`config.mk`:
```
export PLATFORM = sky130hd
export DESIGN_NAME = harmonic_scale_sequencer
export DESIGN_NICKNAME = d
export VERILOG_FILES = /design/src/rtl/harmonic_scale_sequencer.sv
export SDC_FILE = /design/constraint.sdc
export NUM_CORES = 1
export LEC_CHECK = 0
export BUFFER_PORTS_ARGS = -buffer_cell sky130_fd_sc_hd__buf_2
export CORE_ASPECT_RATIO = 1.25
export CORE_MARGIN = 10
export CORE_UTILIZATION = 62
export DETAILED_ROUTE_END_ITERATION = 12
export PLACE_DENSITY = 0.92
export SYNTH_ARGS = -nofsm -noshare
export SYNTH_HDL_FRONTEND = slang
export SYNTH_SLANG_ARGS = --single-unit
```
`constraint.sdc`:
```
create_clock -name i_Clock -period 8.3 [get_ports i_Clock]
set_input_delay 1.245 -clock i_Clock [delete_from_list [all_inputs] [get_ports i_Clock]]
set_output_delay 1.245 -clock i_Clock [all_outputs]
set_load 0.005 [all_outputs]
```
`src/rtl/harmonic_scale_sequencer.sv`:
```
// Purpose: per output sample, restarts the scaler and sums sine(h) * multiple(h) over harmonics 0..count-1.
// Latency: 4*count-ish cycles plus sine/scaler wait; a zero-harmonic request completes two edges after start.
// Backpressure: stalls indefinitely in REQ/WAIT_RDY until sine source and scaler respond; starts while busy are dropped and flagged.
//
// Ports:
//   i_Clock, i_Reset_N                 clock, asynchronous active-low reset
//   i_Sample_Start, i_Harmonic_Count   sample trigger and number of harmonics (latched on accept)
//   o_Sine_Req, o_Harmonic             sine fetch request / index; i_Sine, i_Sine_Valid answer it
//   o_Scale_Restart, o_Scale_Start     scaler control pulses; i_Mult, i_Mult_Ready from scaler
//   o_Sample, o_Sample_Valid           summed result and its update strobe
//   o_Busy, o_Overrun                  activity flag, dropped-start strobe
module harmonic_scale_sequencer #(
  parameter int DIV_BIT     = 11,
  parameter int SAMPLE_BITS = 16,
  parameter int HARM_BITS   = 8,
  parameter int ACC_BITS    = 36
) (
  input  logic                          i_Clock,
  input  logic                          i_Reset_N,
  input  logic                          i_Sample_Start,
  input  logic [HARM_BITS-1:0]          i_Harmonic_Count,
  output logic                          o_Sine_Req,
  output logic [HARM_BITS-1:0]          o_Harmonic,
  input  logic signed [SAMPLE_BITS-1:0] i_Sine,
  input  logic                          i_Sine_Valid,
  output logic                          o_Scale_Restart,
  output logic                          o_Scale_Start,
  input  logic [DIV_BIT-1:0]            i_Mult,
  input  logic                          i_Mult_Ready,
  output logic signed [ACC_BITS-1:0]    o_Sample,
  output logic                          o_Sample_Valid,
  output logic                          o_Busy,
  output logic                          o_Overrun
);

  localparam int PROD_W = SAMPLE_BITS + DIV_BIT + 1;

  typedef enum logic [2:0] {
    S_IDLE,
    S_REQ,
    S_MAC,
    S_WAIT_LOW,
    S_WAIT_RDY,
    S_DONE
  } state_t;

  state_t                        state;
  logic [HARM_BITS-1:0]          count_q;
  logic signed [SAMPLE_BITS-1:0] sine_q;
  logic [DIV_BIT-1:0]            mult_q;
  logic signed [ACC_BITS-1:0]    acc;
  logic signed [PROD_W-1:0]      product;
  logic                          last_harm;

  // Restart must reach the scaler on the same edge that accepts the start,
  // so that the multiple seen in the first REQ cycle is already the initial one.
  assign o_Scale_Restart = i_Reset_N && (state == S_IDLE) && i_Sample_Start;

  // Multiple is unsigned: zero-extend by one bit before the signed multiply.
  assign product   = PROD_W'(sine_q) * PROD_W'($signed({1'b0, mult_q}));
  assign last_harm = (o_Harmonic == (count_q - HARM_BITS'(1)));

  always_ff @(posedge i_Clock or negedge i_Reset_N) begin
    if (!i_Reset_N) begin
      state          <= S_IDLE;
      count_q        <= '0;
      sine_q         <= '0;
      mult_q         <= '0;
      acc            <= '0;
      o_Sine_Req     <= 1'b0;
      o_Harmonic     <= '0;
      o_Scale_Start  <= 1'b0;
      o_Sample       <= '0;
      o_Sample_Valid <= 1'b0;
      o_Busy         <= 1'b0;
      o_Overrun      <= 1'b0;
    end else begin
      o_Scale_Start  <= 1'b0;
      o_Sample_Valid <= 1'b0;
      o_Overrun      <= (state != S_IDLE) && i_Sample_Start;

      case (state)
        S_IDLE: begin
          // Busy stays high through the cycle that shows o_Sample_Valid and
          // drops on the following edge unless a new sample is accepted.
          o_Busy <= i_Sample_Start;
          if (i_Sample_Start) begin
            count_q    <= i_Harmonic_Count;
            acc        <= '0;
            o_Harmonic <= '0;
            if (i_Harmonic_Count == '0) begin
              state <= S_DONE;
            end else begin
              state      <= S_REQ;
              o_Sine_Req <= 1'b1;
            end
          end
        end

        S_REQ: begin
          if (i_Sine_Valid && i_Mult_Ready) begin
            sine_q     <= i_Sine;
            mult_q     <= i_Mult;
            o_Sine_Req <= 1'b0;
            state      <= S_MAC;
          end
        end

        S_MAC: begin
          acc <= acc + ACC_BITS'(product);
          if (last_harm) begin
            state <= S_DONE;
          end else begin
            o_Harmonic    <= o_Harmonic + HARM_BITS'(1);
            o_Scale_Start <= 1'b1;
            state         <= S_WAIT_LOW;
          end
        end

        // The scaler only drops ready after it has seen the start pulse,
        // so ready is not trusted for this one cycle.
        S_WAIT_LOW: state <= S_WAIT_RDY;

        S_WAIT_RDY: begin
          if (i_Mult_Ready) begin
            state      <= S_REQ;
            o_Sine_Req <= 1'b1;
          end
        end

        S_DONE: begin
          o_Sample       <= acc;
          o_Sample_Valid <= 1'b1;
          state          <= S_IDLE;
        end

        default: begin
          state      <= S_IDLE;
          o_Sine_Req <= 1'b0;
        end
      endcase
    end
  end

endmodule

```
== After elaboration in Yosys (flattened, before gate mapping) ==
Index checks and enable logic that the tools add are counted.
Word-level totals
  register bits: 123
  input port bits: 40
Operators by class
  add/subtract/negate cells: 3
  $mul: 1
  equal/unequal tests: 11
  muxes and demuxes: 19
  bitwise operators: 1
  reduce and logical (&&, ||, !) cells: 15
Operators by type and width (count)
  case mux 36 bit (2 select lines): 1
  adder 36 x 28 -> 36 bit: 1
  two-way mux 36 bit: 1
  multiplier 16 x 12 -> 28 bit: 1
  two-way mux 8 bit: 2
  case mux 8 bit (2 select lines): 1
  two-way mux 3 bit: 5
  case mux 3 bit (5 select lines): 1
  != test 2 bit, second input constant: 5
  adder 8 x 1 -> 8 bit, second input constant: 1
  == test 8 bit: 1
  logical NOT 8 bit: 1
  subtractor 8 x 1 -> 8 bit, second input constant: 1
  two-way mux 1 bit: 7
  == test 3 x 2 -> 1 bit, second input constant: 2
  == test 3 bit, second input constant: 2
  AND reduction 2 bit: 3
  AND reduction 3 bit: 2
  AND reduction 5 bit: 1
  logical AND 1 bit: 4
  case mux 1 bit (4 select lines): 1
  == test 3 x 1 -> 1 bit, second input constant: 1
  logical NOT 3 bit: 1
  nonzero test 3 bit: 1
  other kinds (3): 3

== Longest topological paths before layout ==
Gate-level depths: netlist of the first run.
  word-level depth: 4
  depth in mapped cells: 22

== Least setup slack after synthesis of the first run ==
No wires, ideal clock.
  path kind: register to register
  start point: register mult_q[0]
  end point: register acc[29]
  library setup time: 0.123 ns
  arrival time: 5.623 ns
  data required time: 8.177 ns
  slack: 2.553 ns
  cell stages (with the launch flop): 19
  buffers on the path: 1
  period minus slack after synthesis: 5.747 ns
  cell sequence: dfrtp_1 -> clkbuf_1 -> nand2_1 -> fa_1 -> inv_1 -> fa_1 -> fa_1 -> fa_1 -> inv_1 -> fa_1 -> inv_1 -> ha_1 -> a21oi_1 -> o21ai_0 -> a311oi_1 -> o22ai_1 -> a311oi_1 -> mux2i_1 -> nand2_1
On the way
  word-level cells in the longest chain between the ends: 3
Ends and longest elaborated chain
  from (decl): RTL line 50  | logic [DIV_BIT-1:0] mult_q;
  from (signal assigned): RTL line 103  | mult_q <= i_Mult;
  multiplier 16 x 12 -> 28 bit: RTL line 60  | assign product = PROD_W'(sine_q) * PROD_W'($signed({1'b0, mult_q}));
  adder 36 x 28 -> 36 bit: RTL line 110  | acc <= acc + ACC_BITS'(product);
  case mux 36 bit (2 select lines): RTL line 82  | case (state)
  to (signal assigned): RTL line 110
  to (decl): RTL line 51  | logic signed [ACC_BITS-1:0] acc;
No other way between the ends.
A chain may end at the register's enable or synchronous reset.

== Worst setup path in the final report of the first run ==
  start point: register mult_q[1]
  end point: register acc[27]
The elaborated chain is that of the path after synthesis.

==> results of run 1 <==
## final timing paths
path	from	end	depth (start not counted)
worst max-delay path	mult_q[1]$_DFFE_PN0P_	acc[27]$_DFFE_PN0P_	17
worst min-delay path	o_Sample[12]$_DFFE_PN0P_	o_Sample[12]$_DFFE_PN0P_	2
worst max register to register	mult_q[1]$_DFFE_PN0P_	acc[27]$_DFFE_PN0P_	17
worst min register to register	o_Sample[12]$_DFFE_PN0P_	o_Sample[12]$_DFFE_PN0P_	2
max in group asynchronous	i_Reset_N	sine_q[10]$_DFFE_PN0P_	2
min in group asynchronous	i_Reset_N	o_Busy$_DFFE_PN0P_	1
## stage by stage
step	cells	setup slack (ns)	area [sq um]	util	hold WS, ns
3_3_place_gp	1818	2.070	14700	0.6594	0.4561
4_1_cts	1850	1.893	15310	0.6869	0.4801
6_report	1850	1.858	15310	0.6869	0.4785
3_5_place_dp	1818	1.930	14700	0.6594	0.4659
5_1_grt	1850	1.463	15310	0.6869	0.5034
2_1_floorplan	1501	2.553	14080	-	0.4485
## critical path, cell delays in order, from the launching register on
cell and delay [ns]:
dfrtp_1 0.62, and2_1 0.24, inv_1 0.07, fa_1 0.38
inv_1 0.78, fa_1 0.59, fa_1 0.50, fa_1 0.54
inv_1 0.05, fa_1 0.49, inv_1 0.05, ha_1 0.34
a21oi_1 0.27, o21ai_0 0.15, a311oi_1 0.45, a21boi_0 0.41
o211ai_1 0.13, a32o_1 0.27
## synthesized netlist by cell type (4+ instances only)
cell type,instances
nor4_1,4
nand2_1,176
nor2_1,35
nor3_1,17
clkbuf_1,53
or2_2,5
nor2b_1,10
xor2_1,13
nand2b_1,4
o31ai_1,6
inv_1,327
o211ai_1,7
a211oi_1,6
mux2_2,49
fa_1,220
and2_1,104
a21o_1,8
mux2i_1,9
nand4_1,7
o21a_1,4
a21boi_0,4
o21ai_0,66
xnor2_1,21
buf_1,4
a31oi_1,10
nand3_1,31
ha_1,79
a21oi_1,38
and3_1,7
dfrtp_1,123
nor3b_1,8
## registers in the layout, summed over array words and instances, names as in the netlist
signal and count:
o_Busy 1, mult_q 11, sine_q 16, o_Overrun 1
o_Harmonic 8, acc 36, state 3, o_Sine_Req 1
o_Scale_Start 1, count_q 8, o_Sample_Valid 1, o_Sample 36
## layer usage
metal  wire (um)  part of all wire
met3        1978             0.059
met4        1245             0.037
met2       17760              0.53
met5           0                 0
met1       12720              0.38
## cells by family (layout without fill, tap and decap cells)
family / after synthesis / after routing / share of synthesized area
flops: 123 / 123 / 0.2186
fa+ha+maj: 299 / 299 / 0.3830
compound gates: 174 / 174 / 0.07652
simple gates: 425 / 425 / 0.1509
buf+inv: 388 / 454 / 0.1042
xor+xnor: 34 / 34 / 0.02115
mux: 58 / 58 / 0.04559
## final cells by class
class                           instances  area, sq um
Multi-Input combinational cell        990         9544
Tap cell                              283        354.1
Timing Repair Buffer                   95        493.0
Sequential cell                       123         3078
Inverter                              327         1227
Fill cell                            1625         6978
Clock inverter                         14        172.7
Clock buffer                           18        439.2
## cell usage in the layout (no fill, tap or decap), types with 9 or more instances in the layout
| master | count |
|---|---|
| a21oi_1 | 38 |
| a31oi_1 | 10 |
| and2_1 | 104 |
| buf_2 | 88 |
| clkbuf_16 | 17 |
| dfrtp_1 | 123 |
| fa_1 | 220 |
| ha_1 | 79 |
| inv_1 | 327 |
| mux2_2 | 49 |
| mux2i_1 | 9 |
| nand2_1 | 175 |
| nand3_1 | 31 |
| nor2_1 | 35 |
| nor2b_1 | 10 |
| nor3_1 | 17 |
| o21ai_0 | 66 |
| xnor2_1 | 21 |
| xor2_1 | 13 |
==> metrics.md, run 1 <==
| Metric | Value |
|---|---|
| Initial Util | `0.6318` |
| TritonCTS Buffers | `17` |
| Syn avg cell area | `9.380 sq um` |
| Met2 global-route usage | `0.4244` |
| Post-DP HPWL | `26.43 mm` |
| Post-cts hold buffer count | `0` |
| Post-synth cell types | `63` |
| Part of the cycle the worst path needs | `0.7761` |
| Crit. End Element | `flip-flop` |
| Post-cts resize count | `0` |
| EDFF count, synth | `0` |
| Via density | `5.685` |
| DR DRC count | `0` |
| WP data required | `8.63 ns` |
| Die Span Y | `188.5 um` |
| Die ar. | `29170 sq um` |
| Syn Nets | `1840` |
| ANT nets after route | `0` |
| Setup TNS | `0 ns` |
| Worst-path fanout max | `18` |
| Max cap viols | `0` |
| Flop2flop setup slack | `1.86 ns` |
| FFs w/ async S/R, synth | `1.000` |
| DR pass1 iterations | `5` |
| Post-synth top flop | `dfrtp_1` |
| Critical path class | `reg -> reg` |
| CTS Buffer Depth | `2` |
| CTS sink count | `123` |
| Sequential element share of the synthesized area | `0.2186` |
| Slew headroom | `0.2774` |
| Top Ports | `90` |
| H-Tree Depth | `4` |
| Clk slew on worst S/H paths | `0.07 ns` |
| Hold Violations, Final | `0` |
| Antenna violations before repair | `0` |
| Final setup fails | `0` |
| Worst Hold Class | `reg -> reg` |
| Worst Max-Slew Pin Slew | `1.083 ns` |
| Post-CTS Setup Repair Bufs | `0` |
| Synth top area share | `0.3128` |
| PortBufs | `89` |
| Final #Nets | `1893` |
| Synthesized flop and latch total | `123` |
| Grt met3 use | `0.04147` |
| F_max | `155.2 MHz` |
| CTS tree | `built` |
| Clk_lat worst skew | `0.44 ns` |
| Wirelength per Cell | `18.22 um` |
| Share of layout cells above drive strength 1 | `0.1244` |
| Die Wd | `154.8 um` |
| Vias in the first global route | `11581` |
| Row cnt | `61` |
| Largest net degree at the start of global routing | `75` |
| Crit start category | `flip-flop` |
| Gpl congestion | `0.9328` |
| Post-Syn Area | `14080 sq um` |
| Slew Limit Fails | `0` |
| Overflow after GRT | `0` |
| First-pass GRT wire length | `57.20 mm` |
| Vias | `10518` |
| WL final | `33.70 mm` |
| DRT iter0 DRCs | `729` |
| Core area | `22290 sq um` |
| Setup repair after global routing missed its margin | `false` |
| Post-Synthesis Cells | `1501` |
| Clock root buffer | `clkbuf_16` |
| Run status | `complete, no violations` |
| Fin crit period | `6.442 ns` |
| Area Overhead vs Synth | `8.726%` |
| Total Routing Usage GR | `0.2409` |
| Diode count | `0` |
| GR Util met1 | `0.2804` |
| Clk_skew | `0.01329 ns` |
| Worst endpoint data arrival time | `6.77 ns` |
| GR peak layer | `met2` |
| Synth warn | `0` |
| Most area-consuming cells after synthesis | `fa_1, dfrtp_1, inv_1` |
| Area leader, netlist | `fa_1` |
Power of run 1 is not shown: default switching activity piles up to over one toggle a cycle in this logic, so the estimate is an artifact.
==> run 2: changes to the inputs <==
- ABC_AREA: default -> 1
- CORE_UTILIZATION: 62 -> 57
- PLACE_DENSITY: 0.92 -> 0.89
- clock period: 8.3 -> 5.6 ns (I/O delays scaled with it)
==> metrics.md, run 2 <==
| Metric | Value |
|---|---|
| Clk slew on worst S/H paths | `0.06 ns (about the same)` |
| Commonest non-fill, non-tap cell in the layout | `nand2_1` |
| Share of layout cells above drive strength 1 | `0.1020 (-0.02244)` |
| Post-Syn Area | `14810 sq um (+5.2%)` |
| Gpl congestion | `0.9841 (+5.5%)` |
| Final #Nets | `2326 (+23%)` |
| Highest Signal Layer | `met5` |
| Slew headroom | `0.3278 (+0.05043)` |
| Sequential element share of the synthesized area | `0.2079 (-0.01075)` |
| Top Registers | `acc (36), o_Sample (36), sine_q (16)` |
| Clock root buffer | `clkbuf_16` |
| Synth top area share | `0.2974 (-0.01538)` |
| Clk_lat worst skew | `0.44 ns (about the same)` |
| Row cnt | `65 (+6.6%)` |
| WHS Path Cells | `2 (unchanged)` |
| Synthesized flop and latch total | `123 (unchanged)` |
| Largest net degree at the start of global routing | `68 (-9.3%)` |
| Part of the cycle the worst path needs | `0.9695 (+0.1934)` |
| Via density | `5.170 (-9.1%)` |
| Area after DPL | `15530 sq um (+5.7%)` |
| CP max-delay cell | `fa_1` |
| Vias | `12073 (+15%)` |
| Post-Synthesis Cells | `1915 (+28%)` |
| Post-DP HPWL | `30.36 mm (+15%)` |
| Synth warn | `0 (unchanged)` |
| CTS Buffer Depth | `2 (unchanged)` |
| Post-synth top flop | `dfrtp_1` |
| CP max stage delay | `0.62 ns (-0.16 ns)` |
| Hold endpoint | `o_Sample[31]$_DFFE_PN0P_` |
| Met3 WL post-DR | `1.971 mm (-0.35%)` |
| Area leader, netlist | `fa_1` |
| Overflow after GRT | `0 (unchanged)` |
| R2R Path Start | `sine_q[15]$_DFFE_PN0P_` |
| Top Ports | `90 (unchanged)` |
| CTS sink count | `123 (unchanged)` |
| Worst Setup Slack, final | `0.1708 ns (-1.688 ns)` |
| TritonCTS Buffers | `17 (unchanged)` |
| ANT nets after route | `0 (unchanged)` |
| Die Span Y | `200.2 um (+6.2%)` |
| F_max | `184.2 MHz (+19%)` |
| CP Depth | `21 (+4)` |
| Total Routing Usage GR | `0.2394 (-0.001506)` |
| PortBufs | `89 (unchanged)` |
| FFs w/ async S/R, synth | `1.000 (unchanged)` |
| FF-to-FF path depth | `21 (+4)` |
| First-pass GRT wire length | `63.31 mm (+11%)` |
| Core area | `25460 sq um (+14%)` |
| Hold Violations, Final | `0 (unchanged)` |
| Final setup fails | `0 (unchanged)` |
| Wl on met1 | `14.22 mm (+12%)` |
| Die Wd | `164.2 um (+6.1%)` |
| Final Non-Filler Cells | `2335 (+26%)` |
| Crit. End Element | `flip-flop` |
| Die ar. | `32870 sq um (+13%)` |
| Worst Hold Class | `reg -> reg` |
| Wirelength per Cell | `16.36 um (-10%)` |
| Initial Util | `0.5817 (-0.05005)` |
| CP cell instances | `nand2_1 -> fa_1 -> clkinvlp_4 -> buf_4 -> fa_1 -> fa_1 -> fa_1 -> inv_1 -> fa_1 -> inv_1 -> ha_1 -> nand2_1 -> nor2_1 -> inv_1 -> nor2_1 -> and3_1 -> nand2_1 -> nand3_1 -> nand2_1 -> nand3_1 -> nand2_1` |
| Synth cell count leaders | `nand2_1, inv_1, fa_1, dfrtp_1, ha_1` |
| H-Tree Depth | `4 (unchanged)` |
| Slew Limit Fails | `0 (unchanged)` |
| Syn Nets | `2254 (+23%)` |
| DR DRC count | `0 (unchanged)` |
| Post-cts hold buffer count | `0 (unchanged)` |
| WP data required | `5.93 ns (-2.70 ns)` |
| Hold path start | `o_Sample[31]$_DFFE_PN0P_` |
| Final Cell Area | `16190 sq um (+5.8%)` |
| Worst Max-Slew Pin Slew | `1.008 ns (-0.07444 ns)` |
| Antenna violations before repair | `1 (+1)` |
| Flop2flop setup slack | `0.17 ns (-1.69 ns)` |
| Worst-path fanout max | `11 (-7)` |
| WL final | `38.20 mm (+13%)` |
| Critical path class | `reg -> reg` |
| Vias in the first global route | `12797 (+10%)` |
| EDFF count, synth | `0 (unchanged)` |
| DRT iter0 DRCs | `955 (+31%)` |
| Worst endpoint data arrival time | `5.76 ns (-1.01 ns)` |
| WP buf/inv | `5 (+1)` |
| CTS tree | `built` |
| Area Overhead vs Synth | `9.362%` |
| DR pass1 iterations | `6 (+1)` |
| Cell with the most instances after synthesis | `nand2_1` |
| Kind of cell adding the most delay to the critical path | `adder cells` |
| Placed cell count | `2295 (+26%)` |
| R2R Path End | `acc[28]$_DFFE_PN0P_` |
| Run status | `complete, no violations` |
| Pre-CTS WS | `0.1307 ns (-1.800 ns)` |
| Diode count | `0 (unchanged)` |
| Met2 Wirelength | `20.22 mm (+14%)` |
| Crit start category | `flip-flop` |
| Clk_skew | `0.01082 ns (-0.002472 ns)` |
| Commonest cells after routing, fill and taps aside | `nand2_1, inv_1, fa_1, dfrtp_1, buf_2` |
| Post-synth cell types | `37 (-41%)` |
| Hold slack | `0.4666 ns (-0.01189 ns)` |
| Most area-consuming cells after synthesis | `fa_1, dfrtp_1, nand2_1` |
| Fin crit period | `5.429 ns (-1.012 ns)` |
| Syn avg cell area | `7.733 sq um (-18%)` |
| Max cap viols | `0 (unchanged)` |
==> run 2: metal layers <==
layer  vias up  track usage
met2       433       0.4244
met5         -            0
li1       5650            -
met3       130      0.03546
met1      5858       0.2727
met4         2       0.1164
==> run 2: cells by family (layout without fill, tap and decap cells) <==
| kind of cell | after synthesis | in the layout | share of synthesized area |
|---|---|---|---|
| buf+inv | 615 | 700 | 0.1583 |
| simple gates | 715 | 715 | 0.1955 |
| mux | 27 | 27 | 0.02053 |
| compound gates | 115 | 115 | 0.04115 |
| xor+xnor | 21 | 21 | 0.01242 |
| flops | 123 | 123 | 0.2079 |
| fa+ha+maj | 299 | 299 | 0.3642 |
==> run 2: repair_timing <==
item	in CTS	in global routing
endpoints found under the hold margin	0	0
resized for setup	0	12
setup buffers	0	8
setup endpoints to repair	0	10
==> run 2: per-stage QoR <==
step / setup TNS (ns) / utilization
after floorplan: 0 / -
after global placement: 0 / 0.6101
after detailed placement: 0 / 0.6101
after CTS: 0 / 0.6323
after global routing: -0.1994 / 0.6362
final: 0 / 0.6362
==> run 2: final cells by class <==
type	count	area (sq um)
clock inverters	14	137.6
well taps	335	419.2
inverters	556	2091
fillers	2087	9261
clock buffers	18	429.2
repair buffers	112	620.6
multi-input cells	1177	9419
flip-flops and latches	123	3078
==> run 2: worst max-delay path by stage <==
| stage | startpoint | end | slack, ns |
|---|---|---|---|
| 3_3_place_gp | sine_q[15]$_DFFE_PN0P_ | acc[34]$_DFFE_PN0P_ | 0.16 |
| 5_1_grt | sine_q[15]$_DFFE_PN0P_ | acc[28]$_DFFE_PN0P_ | -0.07 |
| 4_1_cts | sine_q[15]$_DFFE_PN0P_ | acc[34]$_DFFE_PN0P_ | 0.10 |
| 6_report | sine_q[15]$_DFFE_PN0P_ | acc[28]$_DFFE_PN0P_ | 0.17 |
| 2_1_floorplan | mult_q[2]$_DFFE_PN0P_ | acc[28]$_DFFE_PN0P_ | 0.30 |
| 3_5_place_dp | sine_q[15]$_DFFE_PN0P_ | acc[31]$_DFFE_PN0P_ | 0.13 |
==> run 2: worst register-to-register path: cells and delay by family, from the launching register on <==
family | cells | cell delay (ns)
adders and majority gates | 6 | 3.06
DFF | 1 | 0.40
and+or+nand+nor | 10 | 1.21
buffers and inverters | 5 | 0.65
Power of run 2 is left out for the same reason.
==> run 3: changes to the inputs <==
- ABC_AREA: 1 -> 0
- CORE_UTILIZATION: 57 -> 62
- PLACE_DENSITY: 0.89 -> 0.92
- clock period: 5.6 -> 6.05 ns (I/O delays scaled with it)
==> metrics.md, run 3 (synthesis gave the netlist of run 1 again) <==
| Metric | Value |
|---|---|
| R2R Path Start | `sine_q[15]$_DFFE_PN0P_` |
| Slew headroom | `0.2549 (-0.07292)` |
| Crit. End Element | `flip-flop` |
| DR DRC count | `0 (unchanged)` |
| TritonCTS Buffers | `17 (unchanged)` |
| FF-to-FF path depth | `22 (+4.8%)` |
| Area Overhead vs Synth | `10.09%` |
| F_max | `170.6 MHz (-7.4%)` |
| Top Registers | `acc (36), o_Sample (36), sine_q (16)` |
| Vias in the first global route | `11931 (-6.8%)` |
| WL final | `35.22 mm (-7.8%)` |
| Top Ports | `90 (unchanged)` |
| Worst-path fanout max | `13 (+2)` |
| Part of the cycle the worst path needs | `0.9690 (about the same)` |
| CP max-delay cell | `fa_1` |
| Row cnt | `61 (-6.2%)` |
| Vias | `10835 (-10%)` |
| CTS sink count | `123 (unchanged)` |
| Final #Nets | `1914 (-18%)` |
| Post-DP HPWL | `27.12 mm (-11%)` |
| CTS tree | `built` |
| H-Tree Depth | `4 (unchanged)` |
| Wirelength per Cell | `18.84 um (+15%)` |
| Clk_skew | `0.01196 ns (+0.001138 ns)` |
| Run status | `complete, no violations` |
| Antenna violations before repair | `0 (-1)` |
| Hold endpoint | `o_Sample[16]$_DFFE_PN0P_` |
| Pre-CTS WS | `-0.1346 ns (-0.2653 ns)` |
| Worst Setup Slack, final | `0.1876 ns (+0.01687 ns)` |
| Final Cell Area | `15500 sq um (-4.3%)` |
| Diode count | `0 (unchanged)` |
| Die ar. | `29170 sq um (-11%)` |
| CP max stage delay | `0.56 ns (-0.06 ns)` |
| R2R Path End | `acc[34]$_DFFE_PN0P_` |
| Share of layout cells above drive strength 1 | `0.1430 (+0.04104)` |
| Total Routing Usage GR | `0.2500 (+0.01054)` |
| Die Wd | `154.8 um (-5.7%)` |
| First-pass GRT wire length | `59.17 mm (-6.5%)` |
| Core area | `22290 sq um (-12%)` |
| Gpl congestion | `0.9672 (-1.7%)` |
| WP data required | `6.39 ns (+0.46 ns)` |
| PortBufs | `89 (unchanged)` |
| Slew Limit Fails | `0 (unchanged)` |
| Hold Violations, Final | `0 (unchanged)` |
| Kind of cell adding the most delay to the critical path | `adder cells` |
| Area after DPL | `14840 sq um (-4.5%)` |
| Hold path start | `o_Sample[16]$_DFFE_PN0P_` |
| Via density | `5.794 (+12%)` |
| Largest net degree at the start of global routing | `70 (+2.9%)` |
| ANT nets after route | `0 (unchanged)` |
| CP cell instances | `and2_1 -> inv_1 -> fa_1 -> inv_1 -> buf_6 -> fa_1 -> inv_1 -> fa_1 -> inv_1 -> fa_1 -> inv_1 -> fa_1 -> inv_1 -> ha_1 -> buf_4 -> nand4_1 -> nor3_2 -> nand2_1 -> a31oi_1 -> o21ai_0 -> xor2_1 -> o21ai_0` |
| Setup TNS | `0 ns (unchanged)` |
| WP buf/inv | `8 (+3)` |
| Commonest cells after routing, fill and taps aside | `inv_1, fa_1, nand2_1, dfrtp_1, and2_1` |
| Critical path class | `reg -> reg` |
| Clk slew on worst S/H paths | `0.06 ns (about the same)` |
| DR pass1 iterations | `7 (+1)` |
| Worst Max-Slew Pin Slew | `1.114 ns (+0.1054 ns)` |
| DRT iter0 DRCs | `767 (-20%)` |
| Flop2flop setup slack | `0.19 ns (+0.02 ns)` |
| Worst endpoint data arrival time | `6.21 ns (+0.45 ns)` |
| Fin crit period | `5.862 ns (+0.4331 ns)` |
| Initial Util | `0.6318 (+0.05005)` |
| Placed cell count | `1835 (-20%)` |
| Crit start category | `flip-flop` |
| Fillers | `1591 (-24%)` |
| Die Span Y | `188.5 um (-5.9%)` |
| Clk_lat worst skew | `0.43 ns (about the same)` |
| Final Non-Filler Cells | `1870 (-20%)` |
| Cell mode on critical path | `inv_1` |
| Overflow after GRT | `0 (unchanged)` |
| CTS Buffer Depth | `2 (unchanged)` |
| Clock root buffer | `clkbuf_16` |
| Worst Hold Class | `reg -> reg` |
| Commonest non-fill, non-tap cell in the layout | `inv_1` |
| Final setup fails | `0 (unchanged)` |
| WHS Path Cells | `2 (unchanged)` |
| Max cap viols | `0 (unchanged)` |
-- run 3: metal layers --
metal | GRT usage | up-vias | part of all wire
li1 | - | 4792 | -
met4 | 0.1376 | 0 | 0.056
met1 | 0.2806 | 5410 | 0.36
met3 | 0.04192 | 149 | 0.064
met2 | 0.4403 | 484 | 0.52
met5 | 0 | - | 0
-- run 3: final cells by class --
| class | instances | area, sq um | share of cell area |
|---|---|---|---|
| inverters | 327 | 1227 | 0.07919 |
| well taps | 283 | 354.1 | 0.02284 |
| clock buffers | 17 | 425.4 | 0.02745 |
| clock inverters | 14 | 163.9 | 0.01057 |
| multi-input cells | 990 | 9578 | 0.6179 |
| repair buffers | 116 | 666.9 | 0.04303 |
| flip-flops and latches | 123 | 3084 | 0.1990 |
-- run 3: stage by stage --
stage	hold WS, ns	util
after floorplan	0.4485	-
after global placement	0.4571	0.6657
after detailed placement	0.4656	0.6657
after CTS	0.4789	0.6925
after global routing	0.5043	0.6955
final	0.4719	0.6955
-- run 3: how the worst max path moves through the flow --
stage,from,to,slack [ns],cells after the start
after floorplan,mult_q[0]$_DFFE_PN0P_,acc[29]$_DFFE_PN0P_,0.30,18
after global placement,sine_q[15]$_DFFE_PN0P_,acc[34]$_DFFE_PN0P_,-0.03,17
after detailed placement,sine_q[15]$_DFFE_PN0P_,acc[34]$_DFFE_PN0P_,-0.13,17
after CTS,sine_q[15]$_DFFE_PN0P_,acc[29]$_DFFE_PN0P_,0.008,21
after global routing,mult_q[3]$_DFFE_PN0P_,acc[27]$_DFFE_PN0P_,-0.02,18
final,sine_q[15]$_DFFE_PN0P_,acc[34]$_DFFE_PN0P_,0.19,22
-- run 3: repair_timing --
item,4_1_cts,5_1_grt
setup endpoints to repair,3,10
resized for setup,2,14
hold buffers,0,0
setup buffers,0,4
pin swaps,0,1
-- run 3: worst reg2reg max path: stages, from the launching register on --
cell     delay, ns
dfrtp_2       0.48
and2_1        0.21
inv_1         0.07
fa_1          0.50
inv_1         0.17
buf_6         0.24
fa_1          0.50
inv_1         0.06
fa_1          0.51
inv_1         0.06
fa_1          0.56
inv_1         0.07
fa_1          0.50
inv_1         0.06
ha_1          0.29
buf_4         0.14
nand4_1       0.19
nor3_2        0.33
nand2_1       0.11
a31oi_1       0.23
o21ai_0       0.17
xor2_1        0.17
o21ai_0       0.17
Power of run 3 is left out for the same reason.
